--- src/rtl/wire_judge_pkg.sv ---
// Shared definitions for the wire-cut judge.
// Contents:
//   state_e  - game state encoding as seen on state_o
//   TIME_W   - width of the seconds countdown
//   STRIKE_W - width of the strike counter
package wire_judge_pkg;

    typedef enum logic [1:0] {
        ST_IDLE     = 2'd0,
        ST_ARMED    = 2'd1,
        ST_SOLVED   = 2'd2,
        ST_EXPLODED = 2'd3
    } state_e;

    localparam int TIME_W   = 8;
    localparam int STRIKE_W = 2;

endpackage

--- src/rtl/switch_cut_detector.sv ---
// Turns raw wire switches into clean, single-cycle cut events.
// Each wire goes through a 2-FF synchroniser and a debounce counter. The
// debounced level only changes after the synchronised input has differed
// from it for DEBOUNCE_CYCLES consecutive cycles. A debounced 1->0 change
// raises cut_evt_o for exactly one cycle; 0->1 changes update the level
// silently.
// Ports:
//   clk_i       system clock
//   rst_ni      asynchronous active-low reset
//   wire_raw_i  raw switches, 1 = intact, 0 = cut
//   cut_evt_o   one-cycle cut event per wire
//   level_o     debounced wire levels
module switch_cut_detector #(
    parameter int NUM_WIRES       = 4,
    parameter int DEBOUNCE_CYCLES = 200_000
) (
    input  logic                 clk_i,
    input  logic                 rst_ni,
    input  logic [NUM_WIRES-1:0] wire_raw_i,
    output logic [NUM_WIRES-1:0] cut_evt_o,
    output logic [NUM_WIRES-1:0] level_o
);

    localparam int CNT_W = (DEBOUNCE_CYCLES > 1) ? $clog2(DEBOUNCE_CYCLES) : 1;
    localparam logic [CNT_W-1:0] CNT_LAST = CNT_W'(DEBOUNCE_CYCLES - 1);

    logic [NUM_WIRES-1:0] sync1_q;
    logic [NUM_WIRES-1:0] sync2_q;
    logic [NUM_WIRES-1:0] level_q;
    logic [NUM_WIRES-1:0] evt_q;
    logic [CNT_W-1:0]     cnt_q [NUM_WIRES];

    always_ff @(posedge clk_i or negedge rst_ni) begin
        if (!rst_ni) begin
            sync1_q <= '0;
            sync2_q <= '0;
            level_q <= '0;
            evt_q   <= '0;
            for (int i = 0; i < NUM_WIRES; i++) begin
                cnt_q[i] <= '0;
            end
        end else begin
            sync1_q <= wire_raw_i;
            sync2_q <= sync1_q;
            for (int i = 0; i < NUM_WIRES; i++) begin
                evt_q[i] <= 1'b0;
                if (sync2_q[i] != level_q[i]) begin
                    if (cnt_q[i] == CNT_LAST) begin
                        level_q[i] <= sync2_q[i];
                        cnt_q[i]   <= '0;
                        // Differing from a high level means the new level is low: a cut.
                        evt_q[i]   <= level_q[i];
                    end else begin
                        cnt_q[i] <= cnt_q[i] + CNT_W'(1);
                    end
                end else begin
                    // Any bounce back to the accepted level restarts the hold time.
                    cnt_q[i] <= '0;
                end
            end
        end
    end

    assign cut_evt_o = evt_q;
    assign level_o   = level_q;

endmodule

--- src/rtl/wire_cut_judge.sv ---
// Judges the player's wire cuts against the maze stage's verdict and runs
// the bomb countdown.
// Ports:
//   CLK, RST_N    clock and asynchronous active-low reset
//   start         one-cycle pulse: arm, or re-arm from any state
//   pausesw       1 freezes the countdown (cuts are still judged)
//   wire_sw       raw wire switches, 1 = intact, 0 = cut
//   wire_to_cut   target wire 1..NUM_WIRES, 0 = no target yet
//   state_o       IDLE / ARMED / SOLVED / EXPLODED
//   strikes       strikes since the last arm
//   strike_pulse  one-cycle pulse per strike
//   time_left     seconds remaining
module wire_cut_judge
    import wire_judge_pkg::*;
#(
    parameter int NUM_WIRES       = 4,
    parameter int CLK_HZ          = 100_000_000,
    parameter int TIME_SECS       = 120,
    parameter int MAX_STRIKES     = 3,
    parameter int DEBOUNCE_CYCLES = 200_000
) (
    input  logic                 CLK,
    input  logic                 RST_N,
    input  logic                 start,
    input  logic                 pausesw,
    input  logic [NUM_WIRES-1:0] wire_sw,
    input  logic [2:0]           wire_to_cut,
    output logic [1:0]           state_o,
    output logic [STRIKE_W-1:0]  strikes,
    output logic                 strike_pulse,
    output logic [TIME_W-1:0]    time_left
);

    localparam int PRESC_W = (CLK_HZ > 1) ? $clog2(CLK_HZ) : 1;
    localparam logic [PRESC_W-1:0] PRESC_LAST = PRESC_W'(CLK_HZ - 1);

    state_e               state_q,    state_d;
    logic [STRIKE_W-1:0]  strikes_q,  strikes_d;
    logic [TIME_W-1:0]    time_q,     time_d;
    logic [PRESC_W-1:0]   presc_q,    presc_d;
    logic [NUM_WIRES-1:0] cut_done_q, cut_done_d;
    logic                 pulse_q,    pulse_d;

    logic [NUM_WIRES-1:0] cut_evt;
    logic [NUM_WIRES-1:0] level;
    logic [NUM_WIRES-1:0] evt_new;
    logic [NUM_WIRES-1:0] target_mask;
    logic [STRIKE_W:0]    strikes_inc;
    logic                 tick;
    logic                 timeout;
    logic                 correct;
    logic                 strike;

    switch_cut_detector #(
        .NUM_WIRES       (NUM_WIRES),
        .DEBOUNCE_CYCLES (DEBOUNCE_CYCLES)
    ) u_detect (
        .clk_i      (CLK),
        .rst_ni     (RST_N),
        .wire_raw_i (wire_sw),
        .cut_evt_o  (cut_evt),
        .level_o    (level)
    );

    // Target out of range (0 or > NUM_WIRES) yields an empty mask, so any
    // event against it can never match and is judged a strike.
    always_comb begin
        target_mask = '0;
        for (int i = 0; i < NUM_WIRES; i++) begin
            target_mask[i] = (wire_to_cut == 3'(i + 1));
        end
    end

    assign evt_new     = cut_evt & ~cut_done_q;
    assign correct     = (evt_new != '0) && (evt_new == target_mask);
    assign strike      = (evt_new != '0) && !correct;
    assign tick        = !pausesw && (presc_q == PRESC_LAST);
    assign timeout     = tick && (time_q == TIME_W'(1));
    assign strikes_inc = {1'b0, strikes_q} + (STRIKE_W + 1)'(1);

    always_comb begin
        state_d    = state_q;
        strikes_d  = strikes_q;
        time_d     = time_q;
        presc_d    = presc_q;
        cut_done_d = cut_done_q;
        pulse_d    = 1'b0;

        if (start) begin
            state_d    = ST_ARMED;
            strikes_d  = '0;
            time_d     = TIME_W'(TIME_SECS);
            presc_d    = '0;
            // Wires already down at arm time must never count as cuts.
            cut_done_d = ~level;
        end else if (state_q == ST_ARMED) begin
            cut_done_d = cut_done_q | evt_new;
            if (!pausesw) begin
                presc_d = tick ? '0 : presc_q + PRESC_W'(1);
            end
            if (tick && (time_q != '0)) begin
                time_d = time_q - TIME_W'(1);
            end
            if (strike) begin
                strikes_d = strikes_inc[STRIKE_W-1:0];
                pulse_d   = 1'b1;
            end
            // Priority: correct cut, then timeout, then strike-out.
            if (correct) begin
                state_d = ST_SOLVED;
                time_d  = time_q;
            end else if (timeout) begin
                state_d = ST_EXPLODED;
            end else if (strike && (strikes_inc >= (STRIKE_W + 1)'(MAX_STRIKES))) begin
                state_d = ST_EXPLODED;
            end
        end
    end

    always_ff @(posedge CLK or negedge RST_N) begin
        if (!RST_N) begin
            state_q    <= ST_IDLE;
            strikes_q  <= '0;
            time_q     <= TIME_W'(TIME_SECS);
            presc_q    <= '0;
            cut_done_q <= '0;
            pulse_q    <= 1'b0;
        end else begin
            state_q    <= state_d;
            strikes_q  <= strikes_d;
            time_q     <= time_d;
            presc_q    <= presc_d;
            cut_done_q <= cut_done_d;
            pulse_q    <= pulse_d;
        end
    end

    assign state_o      = state_q;
    assign strikes      = strikes_q;
    assign strike_pulse = pulse_q;
    assign time_left    = time_q;

endmodule

--- config.mk ---
export PLATFORM = sky130hd
export DESIGN_NAME = wire_cut_judge
export DESIGN_NICKNAME = d
export VERILOG_FILES = /design/src/rtl/wire_judge_pkg.sv /design/src/rtl/switch_cut_detector.sv /design/src/rtl/wire_cut_judge.sv
export SDC_FILE = /design/constraint.sdc
export NUM_CORES = 1
export LEC_CHECK = 0
export BUFFER_PORTS_ARGS = -buffer_cell sky130_fd_sc_hd__buf_4
export CAP_MARGIN = 20
export CORE_UTILIZATION = 45
export CTS_BUF_LIST = sky130_fd_sc_hd__clkbuf_16
export DETAILED_ROUTE_END_ITERATION = 16
export PLACE_DENSITY_LB_ADDON = 0.25
export REMOVE_ABC_BUFFERS = 1
export SYNTH_ARGS = -nofsm -noshare
export SYNTH_HDL_FRONTEND = slang
export SYNTH_SLANG_ARGS = --single-unit
--- constraint.sdc ---
create_clock -name CLK -period 4.3 [get_ports CLK]
set_clock_uncertainty 0.05 [all_clocks]
set_input_delay 0.215 -clock CLK [delete_from_list [all_inputs] [get_ports CLK]]
set_output_delay 0.215 -clock CLK [all_outputs]
set_load 0.02 [all_outputs]
## Word-level counts from Yosys, hierarchy flattened

Cells that the tools add are included.

- Add/subtract/negate cells: 7
- Order comparisons: 1
- Eq/ne operators: 18
- Mux-type cells: 37
- Bitwise logic cells: 4
- Reduce and logical (&&, ||, !) cells: 22

Operators by type and width:

| cell | number |
|---|---|
| 18-bit 2-to-1 mux | 8 |
| 27-bit 2-to-1 mux | 4 |
| 18-bit by 1-bit adder with 18-bit output, second input constant | 4 |
| 18-bit == test, second input constant | 4 |
| 8-bit 2-to-1 mux | 4 |
| 27-bit by 1-bit adder with 27-bit output, second input constant | 1 |
| 27-bit == test, second input constant | 1 |
| 2-bit 2-to-1 mux | 8 |
| 2-bit AND reduction | 7 |
| 1-bit 2-to-1 mux | 11 |
| 8-bit by 1-bit == test with 1-bit output, second input constant | 1 |
| 4-bit 2-to-1 mux | 2 |
| 4-bit NOT | 2 |
| 4-bit nonzero test | 2 |
| 8-bit nonzero test | 1 |
| 8-bit by 1-bit subtractor with 8-bit output, second input constant | 1 |
| 3-bit by 2-bit == test with 1-bit output, second input constant | 2 |
| 1-bit logical AND | 6 |
| 2-bit nonzero test | 3 |
| 4-bit AND | 1 |
| 4-bit == test | 1 |
| 1-bit != test | 4 |
| 2-bit != test, second input constant | 2 |
| 4-bit bitwise OR | 1 |
| 7 further kinds | 8 |

- Register bits after elaboration: 132
- Bits of input ports: 11
- Output and inout port bits: 13
- Word-level logic and storage cells: 106

## Depth between registers and ports, before layout

Gate-level depths: netlist of run 1.

- Depth in word-level cells: 12
- Gate-level depth with buffers: 8
- Depth with buffers taken out: 6

## Cells and area by module

From an unflattened synthesis of run 1, not the netlist that was laid out.

- Cell total of the unflattened synthesis: 674
- Area total of the unflattened synthesis: 6,625.1 sq um

By module, submodules not included:

| module | instances | cells an instance | area an instance (sq um) | seq. area each (sq um) |
|---|---|---|---|---|
| switch_cut_detector | 1 | 404 | 4,156.5 | 2,202.1 |
| wire_cut_judge | 1 | 270 | 2,468.6 | 1,106.1 |

## Least setup slack after synthesis of run 1

Ideal clock, no wire load.

- Path kind: register to register
- Start: register presc_q[0]
- End: register time_q[2] (netlist: time_left[2])
- Setup time: 0.128 ns
- Arrival: 1.943 ns
- Data required time: 4.122 ns
- Path slack: 2.180 ns
- Cell stages (with the launch flop): 7
- Buffers on the path: 0
- Clock period less this slack: 2.120 ns
- Cell sequence: dfrtp_1 -> ha_1 -> nand3_1 -> nor4_4 -> nand4b_4 -> a211oi_1 -> mux2_1

- Word-level cells in the longest chain between the ends: 5

Ends and longest elaborated chain:

| item | RTL line | text |
|---|---|---|
| start, declared | wire_cut_judge.sv:40 | `logic [PRESC_W-1:0] presc_q, presc_d;` |
| start signal, assigned | wire_cut_judge.sv:132 | `presc_q <= presc_d;` |
| 27-bit == test | wire_cut_judge.sv:77 | `assign tick = !pausesw && (presc_q == PRESC_LAST);` |
| 1-bit logical AND | wire_cut_judge.sv:77 |  |
| 1-bit logical AND | wire_cut_judge.sv:101 | `if (tick && (time_q != '0)) begin` |
| 2-bit nonzero test (no line) | -- |  |
| 3-bit AND reduction (no line) | -- |  |
| end signal, assigned | wire_cut_judge.sv:124 | `time_q <= TIME_W'(TIME_SECS);` |
| end signal, assigned | wire_cut_judge.sv:131 | `time_q <= time_d;` |
| end, declared | wire_cut_judge.sv:39 | `logic [TIME_W-1:0] time_q, time_d;` |

No other way between the ends.
A chain may end at the register's enable or synchronous reset.

## Worst setup path after layout of run 1

- Start: register presc_q[0]
- End: register presc_q[7]

- Word-level cells in the longest chain between the ends: 6
- Elaborated cells on any way between the ends: 7
- Classes of those cells: add/sub: 1; eq/ne: 1; mux: 4; reduce/logical: 1

Ends and longest elaborated chain:

| item | RTL line | text |
|---|---|---|
| parallel branches: the longest is 2 deep, another holds 27-bit by 1-bit adder with 27-bit output | -- |  |
| 27-bit 2-to-1 mux (*) | wire_cut_judge.sv:99 | `presc_d = tick ? '0 : presc_q + PRESC_W'(1);` |
| 27-bit 2-to-1 mux (*) | wire_cut_judge.sv:98 | `if (!pausesw) begin` |
| 27-bit 2-to-1 mux (*) | wire_cut_judge.sv:96 | `end else if (state_q == ST_ARMED) begin` |
| 27-bit 2-to-1 mux (*) | wire_cut_judge.sv:89 | `if (start) begin` |

Mark *: on every way between the ends. The select of a mux whose other input is x is not followed.

==> results of run 1 <==
[how the worst max path moves through the flow]
stage	end	depth (start not counted)	from	slack (ns)
5_1_grt	presc_q[7]	6	presc_q[0]	1.41
3_3_place_gp	presc_q[7]	6	presc_q[0]	1.76
6_report	presc_q[7]	6	presc_q[0]	1.65
3_5_place_dp	presc_q[7]	6	presc_q[0]	1.66
2_1_floorplan	presc_q[7]	6	presc_q[0]	2.10
4_1_cts	presc_q[7]	6	presc_q[0]	1.66
[per-stage QoR]
stage	hold slack, ns	util [%]	cells	setup WS, ns	power (mW)
2_1_floorplan	-0.131	-	633	2.10	1.35
3_3_place_gp	0.275	48.9	838	1.76	1.40
3_5_place_dp	0.276	48.9	838	1.66	1.41
4_1_cts	0.155	53.5	874	1.66	2.85
5_1_grt	0.180	53.5	874	1.41	2.93
6_report	0.181	53.5	874	1.65	2.82
[per-layer routing]
metal	vias up	GRT usage [%]
met5	-	0
met4	0	8.23
met3	20	4.73
met2	84	28.3
met1	2247	23.6
li1	2320	-
[registers in the layout, indices dropped and copies added (netlist names)]
| register | cells |
|---|---|
| u_detect.cnt_q | 72 |
| presc_q | 27 |
| time_left | 8 |
| cut_done_q | 4 |
| u_detect.cut_evt_o | 4 |
| u_detect.level_o | 4 |
| u_detect.sync1_q | 4 |
| u_detect.sync2_q | 4 |
| state_o | 2 |
| strikes | 2 |
| strike_pulse | 1 |
[cell families after synthesis]
group | share of synthesized area, %
AO/OA/AOI/OAI | 5.26
XOR/XNOR | 11.6
adder cells (fa/ha/maj) | 1.93
buffers and inverters | 1.87
flip-flops | 50.9
multiplexers | 2.18
AND/OR/NAND/NOR | 26.3
[synthesized netlist by cell type, types with 5 or more instances]
cell	instances	area [sq um]
dfrtp_1	128	3200
nor2_1	118	443
xor2_1	57	499
nand3_1	49	245
nand2_1	38	143
xnor2_1	29	254
nand4_1	23	144
nor3_1	19	95.1
a21oi_1	18	90.1
inv_1	14	52.6
and3_1	13	81.3
nor2b_1	12	75.1
clkbuf_1	11	41.3
a211oi_1	10	75.1
ha_1	10	125
nor4_1	9	56.3
mux2_2	7	78.8
and2_1	6	37.5
nor3b_1	6	45.0
nor4b_1	6	52.6
and4_1	5	43.8
[where the power goes]
part           internal (mW)  switching, mW  leakage (nW)
sequential              1.26         0.0166          1.77
combinational         0.0335         0.0740          1.12
clock                  0.902          0.532         0.275
[area by class of cell]
type,count,area [sq um]
multi-input combinational,487,3070
inverter,14,52.6
fill,1260,6500
sequential,132,3310
clock buffer,17,425
tap,180,225
clock inverter,14,163
timing repair buffer,30,241
[critical path, delay by kind of cell, from the launching register on]
| family | cells | cell delay, ns |
|---|---|---|
| compound gates | 2 | 0.34 |
| flops | 1 | 0.39 |
| simple gates | 3 | 1.52 |
| fa+ha+maj | 1 | 0.20 |
[layout by cell type (no fill, tap or decap), drive strengths merged, types with 19 or more instances in the layout]
master / Yosys / final
nor3: 19 / 19
xnor2: 29 / 29
nand3: 50 / 50
nand2: 38 / 38
a21oi: 19 / 19
buf: 5 / 25
nand4: 23 / 23
xor2: 57 / 57
dfrtp: 128 / 128
nor2: 118 / 118
==> run summary, run 1 <==
CP max stage delay: 0.78 ns
Vias in the first global route: 4,504
CTS buffer count: 17
Pwr dens: 377 nW/um^2
Yosys Warn Count: 0
Diode count: 0
Post_cts resized: 0
Crit path cell chain: ha_1 > nand3_1 > nor4_4 > a21oi_2 > nor2_1 > o32ai_1
Longest Clk Path Bufs: 2
Die Wd: 122 um
Hold Crit Start: start
Reg2reg path depth: 6
R2R setup slack: 1.65 ns
Initial antenna violation count: 0
Crit path required time: 4.51 ns
Hold-fix buffers, CTS: 5
Layout area overhead: 15.2%
Mean Syn Cell Area: 10.0 sq um
Synthesized area: 6500 sq um
Synth Flop Type: dfrtp_1
Share of cells above drive strength 1: 11.0%
Height of the chip: 122 um
Worst Hold Path EP: time_left[6]
Synth Register Bits: 132
Met1 Wirelength: 5830 um
Synth unique cells: 53
Grt total ovfl: 0
Fmax achieved: 378 MHz
Hold WC Path Type: input port to flop
Detail Placement HPWL: 8100 um
Max VDD drop: 0.354 mV
Status: finished clean
Sequential area share after synthesis: 50.9%
Slew margin rel.: 31.8%
Max Cap Violations: 0
Static Leakage: 3.17 nW
Post-Route WL: 12,200 um
Crit share post-route: 61.6%
# IOs: 24
Crit. End Element: flop
Crit Path Class: flop to flop
TritonCTS clock tree: done
Mapped Cells: 649
Via count: 4,671
DR pass1 iterations: 4
R2r endpoint: presc_q[7]
Slew Viols, Final: 0
Core area: 14,000 sq um
Met3 Routed Length: 468 um
Clock Sinks: 132
Highest routed metal layer: met4
Placed Area: 6850 sq um
Vias per inst: 5.34
Clk slew on worst S/H paths: 0.05 ns
Largest net degree at the start of global routing: 96
Insertion delay to the later sink of the worst-skew pair: 0.42 ns
Async set-or-reset flop fraction in the synthesized netlist: 100%
Final nets: 703
Die area: 14,900 sq um
Final hold viol count: 0
DRC errors left: 0
Routability cong.: 0.877
Critical R2R Launch: presc_q[0]
Period minus WS final: 2.65 ns
Critical path arrival: 2.86 ns
Slowest CP cell: nor2_1
Clk root buf: clkbuf_16
WHS Path Cells: 3
Finished Cell Area: 7480 sq um
Initial cell density of the core: 46.5%
Setup bufs post-CTS: 0
Routed met2 length: 5680 um
RSZ-0062 raised after global routing: no
Worst-Margin Slew: 1.02 ns
Antenna-violating nets left: 0
Final setup viols: 0
Max FO, Critical Path: 15
WL per Instance: 13.9 um
GRT Total Usage: 18.1%
First-pass GRT wire length: 21,000 um
Site row count: 43
EDFF count, synth: 0
Worst setup SP type: flop
CTS H-Tree Depth: 4
Initial DRC count: 312
I/O Buffers: 23
Setup TNS: 0 ns
No activity file was read; power rests on OpenSTA's default activity.
==> run 2: changes to the inputs <==
==> constraint.sdc (replaced) <==
create_clock -name CLK -period 2.8 [get_ports CLK]
set_clock_uncertainty 0.05 [all_clocks]
set_input_delay 0.14 -clock CLK [delete_from_list [all_inputs] [get_ports CLK]]
set_output_delay 0.14 -clock CLK [all_outputs]
set_load 0.02 [all_outputs]
==> run 2 against run 1 <==
Net effect: clock power up 46%; routed wire length is 3.5% higher; design area about the same; global-route usage increased by 0.38 points; highest routed layer unchanged; setup slack worse by 1.3 ns; critical path type unchanged; via count increased by 2.1%.
==> run summary, run 2 (synthesized netlist as in run 1, its figures left out) <==
Status: finished clean (unchanged)
Final nets: 705 (was 703)
TritonCTS clock tree: done (unchanged)
Initial cell density of the core: 46.5% (unchanged)
Static Leakage: 3.18 nW (was 3.17 nW)
First-pass GRT wire length: 21,600 um (was 21,000 um)
CTS H-Tree Depth: 4 (unchanged)
CP dominant cell by count: nand3_1
DRC errors left: 0 (unchanged)
RSZ-0062 raised after global routing: no (unchanged)
Vias in the first global route: 4,618 (was 4,504)
Site row count: 43 (unchanged)
Crit share post-route: 88.7% (was 61.6%)
Vias per inst: 5.44 (was 5.34)
Pwr dens: 564 nW/um^2 (was 377 nW/um^2)
Crit Path Class: flop to flop (unchanged)
Slowest CP cell: a211oi_2 (was nor2_1)
Final setup viols: 0 (unchanged)
Via count: 4,768 (was 4,671)
Max reg flops: 72 (unchanged)
Largest net degree at the start of global routing: 73 (was 96)
Post-Route WL: 12,600 um (was 12,200 um)
Worst-Margin Slew: 1.01 ns (was 1.02 ns)
Reg power frac: 46.5% (was 45.3%)
WL per Instance: 14.4 um (was 13.9 um)
Slew margin rel.: 32.3% (was 31.8%)
# IOs: 24 (unchanged)
Clock power frac: 49.5% (was 50.9%)
Crit. End Element: flop (unchanged)
I/O Buffers: 23 (unchanged)
Top reg by flops: u_detect.cnt_q (unchanged)
Core area: 14,000 sq um (unchanged)
Initial antenna violation count: 0 (unchanged)
Die Wd: 122 um (unchanged)
Max VDD drop: 0.434 mV (was 0.354 mV)
Combinational Power Share: 4.0% (was 3.8%)
Layout area overhead: 15.2% (about the same)
Insertion delay to the later sink of the worst-skew pair: 0.42 ns (about the same)
Filler Cells Inserted: 1,254 (was 1,260)
Critical path arrival: 2.78 ns (was 2.86 ns)
P_sw: 1.01 mW (was 0.622 mW)
Clock Sinks: 132 (unchanged)
Hold WC Path Type: input port to flop (unchanged)
Clk slew on worst S/H paths: 0.06 ns (was 0.05 ns)
CP max stage delay: 0.84 ns (was 0.78 ns)
Detail Placement HPWL: 8330 um (was 8100 um)
Switching share of power: 23.8% (was 22.1%)
GRT Total Usage: 18.5% (was 18.1%)
Post_cts resized: 0 (unchanged)
Fmax achieved: 403 MHz (was 378 MHz)
Setup TNS: 0 ns (unchanged)
Clk root buf: clkbuf_16 (unchanged)
Routability cong.: 0.840 (was 0.877)
DR pass1 iterations: 4 (unchanged)
Crit path cell chain: ha_1 > nand3_1 > nor4_4 > a211oi_2 > or3b_1 > nand3_1 (was ha_1 > nand3_1 > nor4_4 > a21oi_2 > nor2_1 > o32ai_1)
Diode count: 0 (unchanged)
Die area: 14,900 sq um (unchanged)
Grt total ovfl: 0 (unchanged)
Crit path required time: 3.10 ns (was 4.51 ns)
CTS buffer count: 17 (unchanged)
Antenna-violating nets left: 0 (unchanged)
Max Cap Violations: 0 (unchanged)
Initial DRC count: 308 (was 312)
Worst setup SP type: flop (unchanged)
Max FO, Critical Path: 17 (was 15)
Longest Clk Path Bufs: 2 (unchanged)
Height of the chip: 122 um (unchanged)
Period minus WS final: 2.48 ns (was 2.65 ns)
Most common cell after layout, fill and taps aside: dfrtp_1 (unchanged)
Final hold viol count: 0 (unchanged)
Commonest cells after routing, fill and taps aside: dfrtp_1 (128), nor2_1 (118), xor2_1 (57) (unchanged)
Power Total: 4.22 mW (was 2.82 mW)
Cell internal pwr: 3.21 mW (was 2.20 mW)
Slew Viols, Final: 0 (unchanged)
Share of cells above drive strength 1: 11.6% (was 11.0%)
run 2: cell types whose count changed in the layout (fill, tap and decap cells not counted):
| cell | before | now |
|---|---|---|
| clkinv_1 | 4 | 0 |
| inv_1 | 14 | 16 |
| buf_12 | 0 | 1 |
| clkinv_2 | 0 | 1 |
| bufinv_16 | 3 | 1 |
| inv_6 | 1 | 4 |
| buf_4 | 24 | 25 |
| clkinvlp_4 | 3 | 4 |
run 2: cell type report:
| class | count | area (sq um) | share of cell area, % |
|---|---|---|---|
| clock inverter | 15 | 134 | 1.79 |
| sequential | 132 | 3310 | 44.2 |
| inverter | 14 | 52.6 | 0.702 |
| timing repair buffer | 32 | 269 | 3.59 |
| multi-input combinational | 487 | 3070 | 41.0 |
| clock buffer | 17 | 425 | 5.68 |
| tap | 180 | 225 | 3.01 |
run 2: critical path: cells and delay by family (launching register included):
family | cells | cell delay [ns]
AND/OR/NAND/NOR | 4 | 0.86
adder cells (fa/ha/maj) | 1 | 0.24
flip-flops | 1 | 0.42
AO/OA/AOI/OAI | 1 | 0.84
run 2: what timing repair did:
item,4_1_cts,5_1_grt
endpoints found under the hold margin,64,0
hold buffers,5,0
setup buffers,0,0
setup endpoints to repair,0,0
run 2: metal layers:
metal | vias up | part of all wire (%) | routed length (um) | GRT usage [%]
met5 | - | 0 | 0 | 0
met4 | 0 | 1.1 | 142 | 5.72
met3 | 16 | 4.0 | 509 | 5.95
met2 | 75 | 48 | 6000 | 29.0
met1 | 2341 | 47 | 5970 | 24.4
li1 | 2336 | - | - | -
run 2: final timing paths:
check                                            to                start  cells past startpoint  slack, ns
worst max-delay path                    presc_q[24]           presc_q[0]                      6       0.32
worst min-delay path                   time_left[5]                start                      3       0.09
worst max register to register          presc_q[24]           presc_q[0]                      6       0.32
worst min register to register  u_detect.sync2_q[0]  u_detect.sync1_q[0]                      0       0.30
max in group asynchronous              time_left[5]                RST_N                      3       1.68
min in group asynchronous        u_detect.cnt_q[65]                RST_N                      2       0.21
run 2: power by group through the flow:
stage	clock network (mW)	logic (mW)	registers, mW
detailed placement	0	0.166	1.99
CTS	2.14	0.175	1.96
finish	2.09	0.170	1.96
global route	2.21	0.196	1.97
global placement	0	0.163	1.99
floorplan	0	0.0805	1.99
run 2: stage by stage:
stage	utilization (%)	hold WS (ns)	instance area (sq um)	setup WS, ns	std cells
6_report	53.5	0.0928	7480	0.317	877
3_5_place_dp	49.1	0.100	6870	0.340	840
4_1_cts	53.5	0.0770	7480	0.342	877
3_3_place_gp	49.1	0.0997	6870	0.463	840
2_1_floorplan	-	-0.206	6430	0.602	633
5_1_grt	53.5	0.0986	7480	0.154	877
